## src/rtl/sar_search.sv

```systemverilog
// sar_search: binary-search initiator that locates a comparator's b operand
// from its grth/lsth/eq flags, reporting the value found and the probes used.
module sar_search #(
   parameter int W = 3
) (
   input  logic                     clk,
   input  logic                     rst,
   input  logic                     start,
   input  logic                     grth,
   input  logic                     lsth,
   input  logic                     eq,
   output logic [W-1:0]             probe,
   output logic                     busy,
   output logic                     done,
   output logic                     err,
   output logic [W-1:0]             found,
   output logic [$clog2(W+2)-1:0]   steps
);
   localparam int SW = $clog2(W+2);
   typedef enum logic [1:0] {IDLE, PROBE, DONE, ERR} state_t;
   state_t state_q, state_d;
   logic [W:0] lo_q, lo_d, hi_q, hi_d, pe;
   logic [W-1:0] probe_q, probe_d, found_q, found_d;
   logic [SW-1:0] steps_q, steps_d;
   always_comb begin
      state_d = state_q;
      lo_d = lo_q;
      hi_d = hi_q;
      probe_d = probe_q;
      found_d = found_q;
      steps_d = steps_q;
      pe = {1'b0, probe_q};
      case (state_q)
         IDLE: if (start) begin
            lo_d = '0;
            hi_d = {1'b0, {W{1'b1}}};
            probe_d = {1'b0, {(W-1){1'b1}}};
            found_d = '0;
            steps_d = '0;
            state_d = PROBE;
         end
         PROBE: begin
            steps_d = steps_q + 1'b1;
            // a flag that would push lo past hi means the comparator lied
            if (eq && !grth && !lsth) begin
               found_d = probe_q;
               state_d = DONE;
            end
            else if (grth && !lsth && !eq && pe != lo_q) hi_d = pe - 1'b1;
            else if (lsth && !grth && !eq && pe != hi_q) lo_d = pe + 1'b1;
            else state_d = ERR;
            if (state_d == PROBE) probe_d = W'((lo_d + hi_d) >> 1);
         end
         default: state_d = IDLE;
      endcase
   end
   always_ff @(posedge clk) begin
      if (rst) begin
         state_q <= IDLE;
         lo_q <= '0;
         hi_q <= '0;
         probe_q <= '0;
         found_q <= '0;
         steps_q <= '0;
      end else begin
         state_q <= state_d;
         lo_q <= lo_d;
         hi_q <= hi_d;
         probe_q <= probe_d;
         found_q <= found_d;
         steps_q <= steps_d;
      end
   end
   assign probe = probe_q;
   assign found = found_q;
   assign steps = steps_q;
   assign busy = state_q == PROBE;
   assign done = state_q == DONE;
   assign err = state_q == ERR;
endmodule

```

## config.mk

```make
export PLATFORM = sky130hd
export DESIGN_NAME = sar_search
export DESIGN_NICKNAME = d
export VERILOG_FILES = /design/src/rtl/sar_search.sv
export SDC_FILE = /design/constraint.sdc
export NUM_CORES = 1
export LEC_CHECK = 0
export CAP_MARGIN = 0
export CORE_MARGIN = 2
export CORE_UTILIZATION = 24
export DETAILED_ROUTE_END_ITERATION = 8
export DONT_BUFFER_PORTS = 1
export MAX_ROUTING_LAYER = met4
export PLACE_DENSITY = 0.36
export SYNTH_ARGS = -nofsm -noshare
export SYNTH_HDL_FRONTEND = slang
export SYNTH_SLANG_ARGS = --single-unit
export TNS_END_PERCENT = 5
```

## constraint.sdc

```tcl
create_clock -name clk -period 3.25 [get_ports clk]
set_input_delay 0.4875 -clock clk [delete_from_list [all_inputs] [get_ports clk]]
set_output_delay 0.4875 -clock clk [all_outputs]
set_load 0.03 [all_outputs]
```

==> results_dict.tcl <==
set metrics [dict create \
    outcome "finished, final reports clean" \
    crit_fanout 9 \
    synthArstFlopShare_pct 0 \
    period_share_pct 83.8 \
    vdd_drop_max_mv 0.243 \
    fin_crit_ns 2.72 \
    finalSetupViolations 0 \
    yosysMostFrequentCell "nor2_1" \
    timing.max_cap.violations 0 \
    grt_overflow 0 \
    wl_per_cell_microns 14.6 \
    synth_flop_cell "dfxtp_1" \
    clockRootBuffer "clkbuf_8" \
    io_buffers 0 \
    syn_to_final_growth_pct 8.83 \
    cts_setup_buffers 0 \
    whs_ns 0.296 \
    grt_max_degree 22 \
    die_area_sq_um 5980 \
    finalPower_mw 0.583 \
    antenna_found_initial 0 \
    reg2reg_depth 9 \
    drt_iter0_markers 49 \
    synth_warnings 0 \
    worstPathArrival_ns 2.88 \
    initial_core_util_pct 25.1 \
    chipHeight_microns 77.3 \
    synth_top_area_share_pct 29.5 \
    synth_nets 162 \
    route.detailed.drc 0 \
    synth_top_area_cell "dfxtp_1" \
    crit_type "flop to flop" \
    nets 162 \
    drt_first_pass_iters 4 \
    hold_class "input port to flop" \
    design.core.area_sq_um 5140 \
    rsz0062_at_grt "false" \
    ios 18 \
    grt_usage_pct 11.3 \
    clock_latency_ns 0.26 \
    cts_resized 0 \
    hold_depth 1 \
    routed_via_density 4.66 \
    avgSynthCellArea_sq_um 8.60 \
    row_count 26 \
    fill_cells 588 \
    netlist_area_sq_um 1290 \
    synth_area_leaders "dfxtp_1 29%, nor2_1 7.6%, xor2_2 5.0%" \
    final_antenna_net_count 0 \
    max_freq_ghz 0.367 \
    cts_tree "yes" \
    die_w_microns 77.3 \
    htree_levels 1 \
    diodes 0 \
    clk_pin_slew_ns 0.08 \
    place_congestion 0.759 \
    layout-drive-gt1-share_pct 16.1 \
    synthTopCellsByCount "26 x nor2_1, 19 x dfxtp_1, 8 x inv_1, 8 x nand2_1" \
    hold_violations 0 \
    synth_cells 150 \
    slew_headroom_pct 53.4 \
    cp.required_ns 3.41 \
    detailed_place_hpwl_microns 2510 \
    drv_slew 0 \
    grt_pass1_vias 1034 \
    grt_pass1_wl_microns 5250 \
    seq_area_frac_synth_pct 29.5 \
    worst_pin_slew_ns 0.698 \
    synth_seq_cells 19 \
    wl_microns 3190 \
    skew_ns 0.00497 \
    via_count 1021 \
    yosysUniqueCellTypes 46 \
    numCtsBuffers 3 \
    power_density_nw_per_um2 415 \
    setup_tns_ns 0 \
    cts_sinks 19 \
    synth_edf_count 0 \
    setup.worst_path.start_class "flop" \
    cts_buffer_depth 2 \
    cellLeakagePower_nw 0.532 \
    ctsHoldBuffers 0 \
    cp-end-kind "flop" \
]
power by group:
part,switching [mW],internal [mW]
Combinational,0.0879,0.0530
Sequential,0.0302,0.246
Clock,0.0809,0.0852
Total,0.199,0.384
cells by family (layout without fill, tap and decap cells):
kind of cell    count (synthesis)  in the layout  share of synthesized area, %
simple gates                   64             64                          27.0
mux                             3              3                          2.52
compound gates                 32             32                          19.9
buf+inv                        16             15                          5.63
xor+xnor                       10             10                          9.12
fa+ha+maj                       6              6                          6.40
flops                          19             19                          29.5
registers in the layout (all words and copies together), names as in the netlist:
signal and flops:
probe 3, state_q 2, lo_q 4, steps 3, hi_q 4, found 3
cell usage in the layout, fill, tap and decap left out, drive strengths merged, types with 2 or more instances in the layout:
cell,count
clkbuf,3
nand2,8
xor2,7
a211oi,5
o21ai,2
a22oi,7
nand2b,2
nor3,5
mux2,2
nand4,2
and2,2
nor2b,7
buf,3
a31oi,3
dfxtp,19
xnor2,3
ha,5
o41ai,3
a21oi,8
nor2,27
nor3b,4
inv,8
final timing paths:
kind | slack [ns] | start | endpoint
setup / recovery | 0.53 | probe[1] | probe[2]
hold / removal | 0.30 | rst | steps[2]
setup reg to reg | 0.53 | probe[1] | probe[2]
hold reg to reg | 0.55 | hi_q[1] | hi_q[1]
area by class of cell:
cell class	count	area (sq um)	area share, %
multi-input cells	115	837	59.6
flip-flops and latches	19	380	27.1
well taps	70	87.6	6.24
clock buffers	3	41.3	2.94
inverters	8	30.0	2.14
repair buffers	3	22.5	1.60
clock inverters	1	5.00	0.357
metal layers:
metal	vias up	GRT usage (%)	share of wire, %
met5	-	-	0
met4	0	3.21	0.97
met3	2	1.88	3.2
met2	12	19.7	50
met1	485	13.5	46
li1	522	-	-
worst max-delay path: stages (launching register included):
cell and delay, ns:
dfxtp_1 0.61, xor2_2 0.18, o41ai_4 0.54, nor2_1 0.07, a21oi_1 0.29, inv_1 0.08
ha_1 0.29, nand4_1 0.11, a2111o_1 0.38, o311ai_1 0.07
metrics by stage:
| stage | area (sq um) | cells | utilization, % | setup WS (ns) |
|---|---|---|---|---|
| global route | 1400 | 219 | 27.3 | 0.252 |
| detailed placement | 1360 | 215 | 26.4 | 0.545 |
| CTS | 1400 | 219 | 27.3 | 0.525 |
| global placement | 1360 | 215 | 26.4 | 0.643 |
| finish | 1400 | 219 | 27.3 | 0.525 |
| floorplan | 1290 | 150 | - | 0.732 |
(Power assumes the default switching activity.)
